`src/rtl/bin_maxpool_pkg.sv`:
```
// Shared constants for the binarise + 2x2 max-pool stage that follows the
// binary conv engine.
package bin_maxpool_pkg;

    localparam int DW       = 5;
    localparam int W0       = 26;
    localparam int W1       = 10;
    localparam int MAXW     = 26;
    localparam int LB_DEPTH = MAXW / 2;
    localparam int CW       = 5;
    localparam int LB_AW    = CW - 1;

    localparam int POOL_CNT0 = (W0 / 2) * (W0 / 2);
    localparam int POOL_CNT1 = (W1 / 2) * (W1 / 2);

    // Last column/row index of the frame selected by the layer bit.
    function automatic logic [CW-1:0] last_idx(input logic layer);
        return layer ? CW'(W1 - 1) : CW'(W0 - 1);
    endfunction

endpackage

```
`src/rtl/bin_maxpool_if.sv`:
```
// Stream bundle between the conv engine (master) and the pooling stage (slave).
interface bin_maxpool_if;
    import bin_maxpool_pkg::*;

    logic                 state;
    logic signed [DW-1:0] thresh;
    logic signed [DW-1:0] din;
    logic                 ivalid;
    logic                 idone;
    logic                 dout;
    logic                 ovalid;
    logic                 done;
    logic                 frame_err;

    modport master (
        output state, thresh, din, ivalid, idone,
        input  dout, ovalid, done, frame_err
    );

    modport slave (
        input  state, thresh, din, ivalid, idone,
        output dout, ovalid, done, frame_err
    );

endinterface

```
`src/rtl/bin_maxpool_pool_line_buf.sv`:
```
// One bit per pooled column: holds the OR of the even row's 2x1 pair until the
// odd row completes the 2x2 window.
module pool_line_buf
    import bin_maxpool_pkg::*;
(
    input  logic             clk,
    input  logic             clr,
    input  logic             we,
    input  logic [LB_AW-1:0] idx,
    input  logic             wdata,
    output logic             rdata
);

    logic [LB_DEPTH-1:0] mem;

    always_ff @(posedge clk) begin
        if (clr) begin
            mem <= '0;
        end else if (we) begin
            mem[idx] <= wdata;
        end
    end

    assign rdata = mem[idx];

endmodule

```
`src/rtl/bin_maxpool.sv`:
```
// Sign-activation binariser followed by 2x2 / stride-2 OR pooling over the
// conv engine's raster stream; one channel per frame.
module bin_maxpool
    import bin_maxpool_pkg::*;
(
    input  logic          clk,
    input  logic          rst,
    bin_maxpool_if.slave  bus
);

    logic [CW-1:0]        col;
    logic [CW-1:0]        row;
    logic [CW-1:0]        col_nx;
    logic [CW-1:0]        row_nx;
    logic                 state_q;
    logic signed [DW-1:0] thresh_q;
    logic                 pair;
    logic                 done_pend;
    logic                 dout_q;
    logic                 ovalid_q;
    logic                 done_q;
    logic                 err_q;

    logic                 frame_start;
    logic                 eff_state;
    logic signed [DW-1:0] eff_thresh;
    logic [CW-1:0]        w_last;
    logic                 bit_b;
    logic                 frame_end;
    logic                 abort;
    logic                 lb_we;
    logic                 lb_rd;
    logic [LB_AW-1:0]     lb_idx;

    // The first beat of a frame must already use the values it captures.
    always_comb begin
        frame_start = bus.ivalid && (col == '0) && (row == '0);
        eff_state   = frame_start ? bus.state  : state_q;
        eff_thresh  = frame_start ? bus.thresh : thresh_q;
        w_last      = last_idx(eff_state);
        bit_b       = (bus.din >= eff_thresh);
        lb_idx      = col[CW-1:1];
        lb_we       = bus.ivalid && col[0] && !row[0];
        frame_end   = bus.ivalid && (col == w_last) && (row == w_last);
    end

    always_comb begin
        col_nx = col;
        row_nx = row;
        if (bus.ivalid) begin
            if (col == w_last) begin
                col_nx = '0;
                row_nx = (row == w_last) ? '0 : row + 1'b1;
            end else begin
                col_nx = col + 1'b1;
            end
        end
        // idone is judged on the counters as updated by a coincident beat.
        abort = bus.idone && ((col_nx != '0) || (row_nx != '0));
    end

    pool_line_buf u_line_buf (
        .clk   (clk),
        .clr   (rst),
        .we    (lb_we),
        .idx   (lb_idx),
        .wdata (pair | bit_b),
        .rdata (lb_rd)
    );

    always_ff @(posedge clk) begin
        if (rst) begin
            col       <= '0;
            row       <= '0;
            state_q   <= 1'b0;
            thresh_q  <= '0;
            pair      <= 1'b0;
            done_pend <= 1'b0;
            dout_q    <= 1'b0;
            ovalid_q  <= 1'b0;
            done_q    <= 1'b0;
            err_q     <= 1'b0;
        end else begin
            ovalid_q  <= 1'b0;
            done_pend <= 1'b0;
            done_q    <= done_pend;

            if (frame_start) begin
                state_q  <= bus.state;
                thresh_q <= bus.thresh;
            end

            if (bus.ivalid) begin
                if (!col[0]) begin
                    pair <= bit_b;
                end else if (row[0]) begin
                    dout_q   <= lb_rd | pair | bit_b;
                    ovalid_q <= 1'b1;
                end
            end

            col <= col_nx;
            row <= row_nx;

            if (frame_end) begin
                done_pend <= 1'b1;
            end

            if (abort) begin
                col       <= '0;
                row       <= '0;
                pair      <= 1'b0;
                err_q     <= 1'b1;
                done_pend <= 1'b1;
            end
        end
    end

    assign bus.dout      = dout_q;
    assign bus.ovalid    = ovalid_q;
    assign bus.done      = done_q;
    assign bus.frame_err = err_q;

endmodule

```
`src/flat_wrapper.sv`:
```
// flat-port wrapper written by rule: the top's interface ports become plain ports
module bin_maxpool_flat import bin_maxpool_pkg::*;
  (clk, rst, bus_state, bus_thresh, bus_din, bus_ivalid, bus_idone, bus_dout, bus_ovalid, bus_done, bus_frame_err);
  bin_maxpool_if bus_i ();
  input  logic clk;
  input  logic rst;
  input wire logic [$bits(bus_i.state)-1:0] bus_state;
  input wire logic [$bits(bus_i.thresh)-1:0] bus_thresh;
  input wire logic [$bits(bus_i.din)-1:0] bus_din;
  input wire logic [$bits(bus_i.ivalid)-1:0] bus_ivalid;
  input wire logic [$bits(bus_i.idone)-1:0] bus_idone;
  output wire logic [$bits(bus_i.dout)-1:0] bus_dout;
  output wire logic [$bits(bus_i.ovalid)-1:0] bus_ovalid;
  output wire logic [$bits(bus_i.done)-1:0] bus_done;
  output wire logic [$bits(bus_i.frame_err)-1:0] bus_frame_err;
  assign bus_i.state = bus_state;
  assign bus_i.thresh = bus_thresh;
  assign bus_i.din = bus_din;
  assign bus_i.ivalid = bus_ivalid;
  assign bus_i.idone = bus_idone;
  assign bus_dout = bus_i.dout;
  assign bus_ovalid = bus_i.ovalid;
  assign bus_done = bus_i.done;
  assign bus_frame_err = bus_i.frame_err;
  bin_maxpool u_core (.clk(clk), .rst(rst), .bus(bus_i));
endmodule
```
`config.mk`:
```
export PLATFORM = sky130hd
export DESIGN_NAME = bin_maxpool_flat
export DESIGN_NICKNAME = d
export VERILOG_FILES = /design/src/rtl/bin_maxpool_pkg.sv /design/src/rtl/bin_maxpool_if.sv /design/src/rtl/bin_maxpool_pool_line_buf.sv /design/src/rtl/bin_maxpool.sv /design/src/flat_wrapper.sv
export SDC_FILE = /design/constraint.sdc
export NUM_CORES = 1
export LEC_CHECK = 0
export CELL_PAD_IN_SITES_DETAIL_PLACEMENT = 1
export CELL_PAD_IN_SITES_GLOBAL_PLACEMENT = 2
export CORE_ASPECT_RATIO = 1.2
export CORE_UTILIZATION = 35
export CTS_BUF_LIST = sky130_fd_sc_hd__clkbuf_16
export DETAILED_ROUTE_END_ITERATION = 16
export DONT_BUFFER_PORTS = 1
export PLACE_DENSITY_LB_ADDON = 0.1
export SYNTH_ARGS = -nofsm -noshare
export SYNTH_HDL_FRONTEND = slang
export SYNTH_SLANG_ARGS = --single-unit
export TNS_END_PERCENT = 20
```
`constraint.sdc`:
```
create_clock -name clk -period 3.3 [get_ports clk]
set_input_delay 0.66 -clock clk [delete_from_list [all_inputs] [get_ports clk]]
set_output_delay 0.66 -clock clk [all_outputs]
set_load 0.02 [all_outputs]
```
# ---- After elaboration in Yosys (flattened, before gate mapping)
# Index checks and enable logic that the tools add are counted.
dict set report word_totals {
  reg_bits 35
  out_inout_bits 4
  elab_cells 57
}
dict set report classes {
  add_sub_neg 2
  n_lt_le_gt_ge 3
  n_eq_ne 2
  muxes 16
  bitwise 5
  reduce_logical 18
}
# operator count
set op_table {}
lappend op_table {{$mux 5} 7}
lappend op_table {{$bwmux 13} 1}
lappend op_table {{$add 5x1->5 const B} 2}
lappend op_table {{$eq 5x5->1} 2}
lappend op_table {{$logic_not 5->1} 2}
lappend op_table {{$reduce_bool 5->1} 2}
lappend op_table {{$logic_and 1x1->1} 8}
lappend op_table {{$mux 1} 6}
lappend op_table {{$ge 5x5->1} 1}
lappend op_table {{$lt 4x5->1 const B} 1}
lappend op_table {{$bmux 1 s4} 1}
lappend op_table {{$demux 1 s4} 1}
lappend op_table {{$ge 4x1->1 const B} 1}
lappend op_table {{$or 1x1->1} 3}
lappend op_table {{$reduce_and 3->1} 1}
lappend op_table {{$reduce_or 3->1} 1}
lappend op_table {{$not 1->1} 2}
lappend op_table {{$reduce_and 2->1} 1}
lappend op_table {{$reduce_or 2->1} 1}
lappend op_table {{$logic_not 1->1} 1}
lappend op_table {{$logic_or 1x1->1} 1}

# ---- Longest topological paths before layout
# Gate-level depths: netlist of run 1.
dict set report depth {
  depth_word 13
  ltp_mapped 15
  ltp_nobuf 13
}

# ---- By module
# From an unflattened synthesis of run 1, not the netlist that was laid out.
dict set report hier_totals {
  hier_cells 252
  area_unflattened_um2 2164.6
}
# mod instances cells_per_inst area_each_um2 seq_area_each_um2
set by_module_without_submodules {}
lappend by_module_without_submodules {bin_maxpool 1 167 1446.4 440.4}
lappend by_module_without_submodules {pool_line_buf 1 85 718.2 260.2}

# ---- Least setup slack after synthesis of run 1
# Ideal clock, no wire load.
dict set report synth_timing {
  path_type {flip-flop to flip-flop}
  start {reg u_core.col[1]}
  end {reg u_core.u_line_buf.mem[12]}
  setup_time_ps 165
  arrival_ps 3140
  required_ps 3135
  slack_ps -5
  path_stages_with_launch 16
  path_buffers 2
  period_less_slack_ps 3305
  cell_sequence {dfxtp_1 -> buf_2 -> inv_1 -> ha_1 -> and4bb_2 -> nand2_1 -> nor2_2 -> mux2_2 -> ha_1 -> nand2b_1 -> a21o_1 -> a21oi_1 -> o211ai_1 -> a21oi_1 -> clkbuf_1 -> a311oi_1}
}
dict set report synth_via {
  elab_chain_cells 7
  word_cells_on_any_way 12
  classes_between {3 x order compare; 4 x mux; 1 x bitwise; 4 x reduce/logical}
}
# item line
set synth_lines {}
lappend synth_lines {{from (decl)} bin_maxpool.sv:11} ;# logic [CW-1:0] col;
lappend synth_lines {{from (signal assigned)} bin_maxpool.sv:102} ;# col <= col_nx;
lappend synth_lines {{$logic_not 5->1} bin_maxpool.sv:37} ;# frame_start = bus.ivalid && (col == '0) && (row == '0);
lappend synth_lines {{$logic_and 1x1->1 (2 in a row)} bin_maxpool.sv:37}
lappend synth_lines {{$mux 5} bin_maxpool.sv:39} ;# eff_thresh = frame_start ? bus.thresh : thresh_q;
lappend synth_lines {{via u_core.eff_thresh[0]} bin_maxpool.sv:26} ;# logic signed [DW-1:0] eff_thresh;
lappend synth_lines {{$ge 5x5->1} bin_maxpool.sv:41} ;# bit_b = (bus.din >= eff_thresh);
lappend synth_lines {{$or 1x1->1} bin_maxpool.sv:67} ;# .wdata (pair | bit_b),
lappend synth_lines {{$bwmux 13} bin_maxpool_pool_line_buf.sv:20} ;# mem[idx] <= wdata;
lappend synth_lines {{to (signal, indexed assignment)} bin_maxpool_pool_line_buf.sv:20}
lappend synth_lines {{to (decl)} bin_maxpool_pool_line_buf.sv:14} ;# logic [LB_DEPTH-1:0] mem;
# The timed path passes the listed nets, and every way through them passes these cells.
# A chain may end at the register's enable or synchronous reset.

# ---- Worst setup path in the final report of run 1
dict set report layout_timing {
  start {reg u_core.col[1]}
  end {reg u_core.u_line_buf.mem[3]}
}
# Same word-level chain as after synthesis.

==> run_results.csv, run 1 <==
group,metric,value,unit
routing,routedWlPerCell,18.4,µm
grt,grt_pass1_wl,9.36,mm
logic_synthesis,async_flop_share,0,
sta,hold_viol_final,0,
critical_path,reg2reg_depth,14,
logic_synthesis,synth.distinct_cells,51,
floorplanning,ios,19,
logic_synthesis,ys.flop_type,"dfxtp_1",
routing,drtIter0Drc,58,
grt,grt_usage,0.198,
sta,slew_headroom,0.504,
critical_path,r2r_start,"u_core.col[1]",
floorplanning,start_util,0.360,
clock_network,ctsHoldBuffers,0,
grt,grt_max_degree,27,
run_status,outcome,"finished, final reports clean",
clock_network,cts_setup_buffers,0,
floorplanning,dieWidth,71.5,µm
critical_path,r2r_setup_slack,0.34,ns
finish,antenna_cells,0,
pwr,power,1.12,mW
sta,tightestPinTransition,0.738,ns
finish,final_layout_size_suffix_gt1_frac,0.126,
sta,period_needed,2.96,ns
logic_synthesis,synth_seq_cells,35,
grt,grt_pass1_vias,1808,
pwr,vdd_drop_max,0.330,mV
grt,busiest_layer,"met2",
run,cap_violations,0,
critical_path,critical_path_peak_fanout,14,
place,post-place-cells,287,
floorplanning,rows,30,
sta,report.final.slew_viol_count,0,
logic_synthesis,synth.net_count,257,
clock_network,cts_resized,0,
logic_synthesis,synth_top_area_cell,"dfxtp_1",
routing,remaining_drc_errors,0,
logic_synthesis,synth_area_per_cell,8.78,µm²
floorplanning,core_region_area,5630,µm²
logic_synthesis,ys_seq_area_frac,0.345,
critical_path,end_kind,"flop",
logic_synthesis,synthTopCellsByArea,"dfxtp_1, ha_1, a311oi_1",
logic_synthesis,synth_warnings,0,
grt,grt-ovfl-total,0,
sta,hold-worst-slack,0.441,ns
clock_network,cts-htree-levels,2,
clock_network,cts_buffers,5,
clock_network,cts_tree,"built",
logic_synthesis,syn-cell-area,2030,µm²
sta,period_share,0.898,
finish,final_cell_mix,"dfxtp_1, a21oi_1, nor2_1, a311oi_1",
grt,antenna_found_initial,0,
floorplanning,die_h,85.4,µm
sta,setup-violations-final,0,
critical_path,arrival,3.10,ns
floorplanning,die-area,6100,µm²
grt,use_met2,0.358,
critical_path,worst-setup-path-type,"reg2reg",
clock_network,root_buffer,"clkbuf_16",
routing,vias,1746,
critical_path,required,3.44,ns
finish,fin_cells,295,
clock_network,cts_sinks,35,
logic_synthesis,syn_inst,231,
routing,vias_per_cell,5.92,
critical_path,r2r_end,"u_core.u_line_buf.mem[3]",
clock_network,max-clock-path-buffers,2,
clock_network,clkTransAtPathRegs,0.06,ns
sta,rsz0062_at_grt,"false",
critical_path,startpoint_type,"flop",
place,dpl_cell_area,2100,µm²
grt,grtUsageMet3,0.0439,
place,routabilityCongestion,0.760,
place,dp_hpwl,4.07,mm
pwr,powerDensity,494,nW/µm²
routing,routed_wl,5.43,mm
sta,skew,0.00310,ns
routing,dr.pass1.iters,4,
hold_path,hold_class,"in2reg",
finish,finalInstanceArea,2270,µm²
sta,tns,0,ns
sta,fmax,0.337,GHz
critical_path,crit_end,"u_core.u_line_buf.mem[3]",
finish,area_growth_syn_to_layout,12.0,%
logic_synthesis,synth_top_area_frac,0.345,
routing,final_antenna_net_count,0,
pwr,p_leak,0.783,nW
clock_network,clock_latency,0.28,ns
finish,final_common_cell,"dfxtp_1",
place,io_buffers,0,
critical_path,crit_start,"u_core.col[1]",
grt,met1_usage,0.234,
finish,num-nets-final,256,
logic_synthesis,synth_edf_count,0,
## sequential cells by signal, indices dropped and copies added (netlist names)
signal and flops:
u_core.bus.done 1, u_core.bus.dout 1, u_core.bus.frame_err 1, u_core.bus.ovalid 1, u_core.col 5, u_core.done_pend 1, u_core.pair 1, u_core.row 5
u_core.state_q 1, u_core.thresh_q 5, u_core.u_line_buf.mem 13
## cells in the mapped netlist (6+ instances only)
library cell,count
and2_1,7
a211oi_1,6
a311oi_1,15
nand2_1,10
dfxtp_1,35
a21oi_1,23
clkbuf_1,12
nor2_1,19
mux2i_1,6
nor3_1,9
inv_1,11
ha_1,11
## cell type report
type / instances / area [µm²]
Timing Repair Buffer: 9 / 67.6
Tap cell: 64 / 80.1
Clock inverter: 3 / 46.3
Fill cell: 656 / 3360
Clock buffer: 5 / 125
Sequential cell: 35 / 701
Multi-Input combinational cell: 168 / 1210
Inverter: 11 / 41.3
## where the power goes
| group | total (mW) | leakage, nW | internal (mW) | switching (mW) |
|---|---|---|---|---|
| combinational | 0.124 | 0.418 | 0.0526 | 0.0718 |
| sequential | 0.445 | 0.284 | 0.436 | 0.00878 |
| clock | 0.553 | 0.0804 | 0.359 | 0.194 |
| total | 1.12 | 0.783 | 0.847 | 0.275 |
## cell families (layout without fill, tap and decap cells)
group / Yosys count / in the layout / synth area share
adders and majority gates: 11 / 11 / 0.0679
xor gates and xnor gates: 2 / 2 / 0.00864
and+or+nand+nor: 80 / 80 / 0.224
buffers and inverters: 28 / 28 / 0.0580
AOI/OAI and AO/OA: 66 / 66 / 0.239
muxes: 9 / 9 / 0.0574
DFF: 35 / 35 / 0.345
## per-stage QoR
stage	worst slack, ns	util
after floorplan	0.0794	-
after global placement	0.319	0.373
after detailed placement	0.286	0.373
after CTS	0.302	0.403
after global routing	0.0732	0.403
final	0.336	0.403
## worst min-delay path by stage
stage                     slack [ns]  cells past startpoint              endpoint        startpoint
after CTS                       0.43                      1    u_core.thresh_q[1]               rst
after floorplan                 0.41                      1       u_core.bus.done  u_core.done_pend
after global routing            0.42                      1        u_core.state_q               rst
after detailed placement        0.45                      1       u_core.bus.done  u_core.done_pend
after global placement          0.43                      1       u_core.bus.done  u_core.done_pend
final                           0.44                      1  u_core.bus.frame_err               rst
## per-layer routing
layer  share of wire  routed length (µm)  vias up
met4           0.012                  64        0
met5               0                   0        -
met3           0.024                 132        5
li1                -                   -      856
met1            0.44                2390      864
met2            0.52                2850       21
## worst max-delay path: stages, from the launching register on
cell,delay [ns]
dfxtp_1,0.31
inv_1,0.19
ha_1,0.18
and4bb_2,0.27
nand2_1,0.08
nor2_2,0.12
mux2_2,0.35
ha_1,0.26
nand2b_1,0.14
a21o_1,0.17
a21oi_1,0.13
o211ai_1,0.13
a21oi_1,0.15
buf_4,0.22
a311oi_1,0.12
Power figures use the tool's default switching activity.
==> run 2: changes to the inputs <==
- CORE_UTILIZATION: 35 -> 39
- clock period: 3.3 -> 3.15 ns (I/O delays scaled with it)
==> run 2 against run 1 <==
Against the previous run:
- worst setup slack worse by 0.089 ns
- worst hold slack worse by 0.032 ns
- sequential share of layout area down 0.27 points
- highest routed layer unchanged
- via count up 0.23%
- largest power group unchanged
- first-iteration DRC count up 8.6%
- critical endpoint is now u_core.u_line_buf.mem[1]
- critical path type unchanged
==> run_results.csv, run 2 (same netlist as run 1, synthesis figures left out) <==
group,metric,value,unit
clock_network,clkTransAtPathRegs,0.06,ns
sta,period_needed,2.90,ns
routing,vias,1750,
finish,area_growth_syn_to_layout,13.0,%
routing,routedWlPerCell,18.2,µm
pwr,power,1.19,mW
grt,grt_pass1_wl,8.89,mm
grt,grt-ovfl-total,0,
floorplanning,start_util,0.408,
run_status,outcome,"finished, final reports clean",
sta,report.final.slew_viol_count,0,
critical_path,slowest_delay,0.36,ns
sta,period_share,0.921,
floorplanning,die_h,81.0,µm
critical_path,arrival,3.03,ns
finish,num-nets-final,258,
sta,setup-violations-final,0,
critical_path,worst-setup-path-type,"reg2reg",
critical_path,worstSetupPathDepth,14,
clock_network,clock_latency,0.28,ns
clock_network,max-clock-path-buffers,2,
critical_path,r2r_start,"u_core.row[1]",
floorplanning,core_region_area,4970,µm²
critical_path,r2r_end,"u_core.u_line_buf.mem[1]",
finish,largest_reg_flops,13,
finish,final_cell_mix,"dfxtp_1, a21oi_1, nor2_1, a311oi_1, ha_1",
critical_path,path_cells,"inv_1 -> ha_1 -> and4bb_2 -> nand2_1 -> nor2_4 -> mux2_2 -> ha_1 -> nand2b_1 -> a21o_1 -> a21oi_1 -> o211ai_1 -> a21oi_1 -> buf_6 -> a311oi_1",
place,io_buffers,0,
finish,final_layout_size_suffix_gt1_frac,0.137,
clock_network,cts_buffers,5,
grt,antenna_found_initial,0,
finish,top_register,"u_core.u_line_buf.mem",
pwr,p_leak,0.799,nW
critical_path,crit_end,"u_core.u_line_buf.mem[1]",
finish,antenna_cells,0,
run,cap_violations,0,
finish,seqCellArea,701,µm²
finish,final_common_cell,"dfxtp_1",
critical_path,cp.buffers_inverters,2,
place,routabilityCongestion,0.806,
sta,rsz0062_at_grt,"false",
critical_path,r2r_setup_slack,0.25,ns
routing,dr.pass1.iters,4,
clock_network,cts_tree,"built",
floorplanning,rows,28,
sta,tns,0,ns
routing,vias_per_cell,5.97,
sta,skew,0.00585,ns
sta,slew_headroom,0.468,
floorplanning,ios,19,
finish,multi_input_area,1210,µm²
pwr,powerDensity,518,nW/µm²
hold_path,hold_class,"in2reg",
floorplanning,dieWidth,67.8,µm
clock_network,root_buffer,"clkbuf_16",
place,dp_hpwl,3.91,mm
routing,final_antenna_net_count,0,
critical_path,slowest_stage,"dfxtp_1",
grt,grt_max_degree,27,
grt,grt_usage,0.220,
sta,hold_viol_final,0,
grt,grt_pass1_vias,1810,
critical_path,crit_start,"u_core.row[1]",
critical_path,critical_path_peak_fanout,14,
clock_network,cts_sinks,35,
finish,fillerInstances,587,
clock_network,cts-htree-levels,2,
clock_network,cts_resized,0,
critical_path,crit_family,"compound AO/OA/AOI/OAI gates",
clock_network,ctsHoldBuffers,0,
sta,tightestPinTransition,0.793,ns
pwr,vdd_drop_max,0.256,mV
routing,drtIter0Drc,63,
routing,remaining_drc_errors,0,
routing,routed_wl,5.34,mm
critical_path,startpoint_type,"flop",
clock_network,cts_setup_buffers,0,
critical_path,required,3.27,ns
critical_path,end_kind,"flop",
floorplanning,die-area,5490,µm²
critical_path,reg2reg_depth,14,
sta,fmax,0.345,GHz
==> run 2: cell types whose count changed in the layout (fill, tap and decap cells not counted), sizes merged <==
cell      change
clkinv        +1
buf           +2
clkinvlp      -1
==> run 2: metrics by stage <==
stage / worst slack, ns / cells / utilization / area, µm² / hold WS (ns)
finish: 0.247 / 293 / 0.461 / 2290 / 0.409
global route: 0.0202 / 293 / 0.461 / 2290 / 0.402
CTS: 0.209 / 293 / 0.460 / 2290 / 0.399
detailed placement: 0.156 / 285 / 0.425 / 2110 / 0.427
global placement: 0.197 / 285 / 0.425 / 2110 / 0.428
floorplan: 0.00246 / 231 / - / 2030 / 0.414
==> run 2: where the power goes <==
| part | switching (mW) | internal (mW) |
|---|---|---|
| combinational | 0.0767 | 0.0583 |
| clock | 0.209 | 0.378 |
| sequential | 0.00912 | 0.457 |
==> run 2: routing by layer <==
| metal | GRT usage | vias to the layer above | share of wire |
|---|---|---|---|
| met5 | 0 | - | 0 |
| li1 | - | 858 | - |
| met4 | 0.0833 | 0 | 0.012 |
| met2 | 0.385 | 22 | 0.52 |
| met3 | 0.0407 | 5 | 0.027 |
| met1 | 0.260 | 865 | 0.44 |
==> run 2: layout make-up <==
type	count	area share
flip-flops and latches	35	0.306
clock buffers	5	0.0546
clock inverters	3	0.0208
repair buffers	11	0.0377
inverters	11	0.0180
well taps	60	0.0328
multi-input cells	168	0.530
==> run 2: how the worst min path moves through the flow <==
stage	cells past startpoint	start	slack [ns]	endpoint
3_5_place_dp	1	u_core.done_pend	0.43	u_core.bus.done
3_3_place_gp	1	u_core.done_pend	0.43	u_core.bus.done
2_1_floorplan	1	u_core.done_pend	0.41	u_core.bus.done
5_1_grt	1	rst	0.40	u_core.bus.done
4_1_cts	1	rst	0.40	u_core.bus.done
6_report	1	rst	0.41	u_core.bus.done
==> run 2: worst reg2reg max path: stages, from the launching register on <==
cell,delay [ns]
dfxtp_1,0.36
inv_1,0.10
ha_1,0.14
and4bb_2,0.26
nand2_1,0.10
nor2_4,0.12
mux2_2,0.35
ha_1,0.26
nand2b_1,0.13
a21o_1,0.17
a21oi_1,0.16
o211ai_1,0.13
a21oi_1,0.18
buf_6,0.18
a311oi_1,0.10
==> run 3: changes to the inputs <==
- CORE_MARGIN: unset -> 4
==> run 3 against run 2 <==
Against the previous run:
- first-iteration DRC count rose by 27%
- largest cell class unchanged
- clock skew fell by 0.00061 ns
- cell count fell by 0.34%
- sequential power barely moved
- die area rose by 17%
- non-clock buffer count did not move
- highest routed layer unchanged
==> run_results.csv, run 3 (same netlist as run 1, synthesis figures left out) <==
group,metric,value,unit
sta,fmax,0.339,GHz
routing,vias_per_cell,5.97,
critical_path,worst-setup-path-type,"reg2reg",
clock_network,clkTransAtPathRegs,0.06,ns
routing,vias,1743,
finish,fin_cells,292,
critical_path,end_kind,"flop",
clock_network,cts_sinks,35,
grt,grt-ovfl-total,0,
clock_network,root_buffer,"clkbuf_16",
finish,area_growth_syn_to_layout,12.5,%
place,routabilityCongestion,0.814,
sta,worst_slack,0.204,ns
sta,hold-worst-slack,0.417,ns
pwr,p_leak,0.789,nW
critical_path,slowest_delay,0.36,ns
finish,largest_reg_flops,13,
routing,wl_met3,236,µm
pwr,vdd_drop_max,0.195,mV
grt,grt_pass1_vias,1828,
grt,grt_usage,0.180,
sta,hold_viol_final,0,
sta,slew_headroom,0.462,
finish,top_register,"u_core.u_line_buf.mem",
hold_path,hold_class,"in2reg",
critical_path,required,3.29,ns
finish,finalInstanceArea,2280,µm²
finish,final_layout_size_suffix_gt1_frac,0.138,
clock_network,cts-htree-levels,2,
sta,skew,0.00524,ns
sta,period_needed,2.95,ns
routing,remaining_drc_errors,0,
finish,num-nets-final,258,
place,post-place-cells,284,
floorplanning,ios,19,
finish,antenna_cells,0,
grt,grt_max_degree,27,
routing,routed_wl,5.38,mm
critical_path,critical_path_peak_fanout,7,
floorplanning,die_h,87.0,µm
floorplanning,die-area,6420,µm²
critical_path,path_common_cell,"ha_1",
finish,fin_util,0.459,
finish,final_cell_mix,"dfxtp_1, a21oi_1, nor2_1, a311oi_1, ha_1",
critical_path,arrival,3.09,ns
clock_network,cts_setup_buffers,0,
critical_path,startpoint_type,"flop",
critical_path,slowest_stage,"dfxtp_1",
sta,period_share,0.935,
place,dpl_cell_area,2110,µm²
floorplanning,start_util,0.408,
floorplanning,rows,28,
sta,rsz0062_at_grt,"false",
routing,dr.pass1.iters,4,
routing,wl_met2,2.73,mm
pwr,power,1.16,mW
routing,top_layer_used,"met4",
floorplanning,core_region_area,4970,µm²
pwr,powerDensity,509,nW/µm²
place,io_buffers,0,
routing,routedWlPerCell,18.4,µm
floorplanning,dieWidth,73.8,µm
routing,met1Wirelength,2.34,mm
place,dp_hpwl,3.96,mm
critical_path,r2r_setup_slack,0.20,ns
clock_network,clock_latency,0.28,ns
grt,antenna_found_initial,0,
sta,report.final.slew_viol_count,0,
critical_path,reg2reg_depth,14,
run_status,outcome,"finished, final reports clean",
finish,final_common_cell,"dfxtp_1",
sta,tns,0,ns
sta,tightestPinTransition,0.801,ns
routing,final_antenna_net_count,0,
critical_path,path_cells,"inv_1 -> ha_1 -> and4bb_2 -> nand2_1 -> nor2_4 -> mux2_2 -> ha_1 -> nand2b_1 -> a21o_1 -> a21oi_1 -> o211ai_1 -> a21oi_2 -> clkbuf_4 -> a311oi_1",
routing,drtIter0Drc,80,
clock_network,max-clock-path-buffers,2,
place,dp_slack,0.147,ns
run,cap_violations,0,
sta,setup-violations-final,0,
grt,grt_pass1_wl,8.96,mm
clock_network,cts_tree,"built",
hold_path,hold_depth,1,
clock_network,cts_buffers,5,
-- run 3: layer usage --
metal | vias to the layer above | track usage
met2 | 26 | 0.312
li1 | 858 | -
met5 | - | 0
met1 | 852 | 0.213
met4 | 0 | 0.0626
met3 | 7 | 0.0439
-- run 3: worst paths after layout --
check / startpoint / to
max: u_core.row[1] / u_core.u_line_buf.mem[11]
min: rst / u_core.bus.frame_err
max reg2reg: u_core.row[1] / u_core.u_line_buf.mem[11]
min reg2reg: u_core.done_pend / u_core.bus.done
-- run 3: critical path: cells and delay by family, from the launching register on --
kind	cells	cell delay (ns)
compound gates	5	0.77
simple gates	4	0.60
buf+inv	2	0.32
fa+ha+maj	2	0.40
flops	1	0.36
mux	1	0.35
-- run 3: cell type report --
cell class / count / area (µm²)
Fill cell: 585 / 2690
Multi-Input combinational cell: 168 / 1220
Sequential cell: 35 / 701
Clock buffer: 5 / 125
Timing Repair Buffer: 11 / 82.6
Tap cell: 60 / 75.1
Inverter: 11 / 41.3
Clock inverter: 2 / 37.5
-- run 3: timing repair --
action | CTS | global route
hold buffers | 0 | 0
resized for setup | 0 | 5
setup endpoints to repair | 0 | 5
-- run 3: where the power goes --
part           switching, mW  total, mW  internal, mW
clock                  0.186      0.554         0.368
sequential           0.00960      0.466         0.457
combinational         0.0795      0.140        0.0602
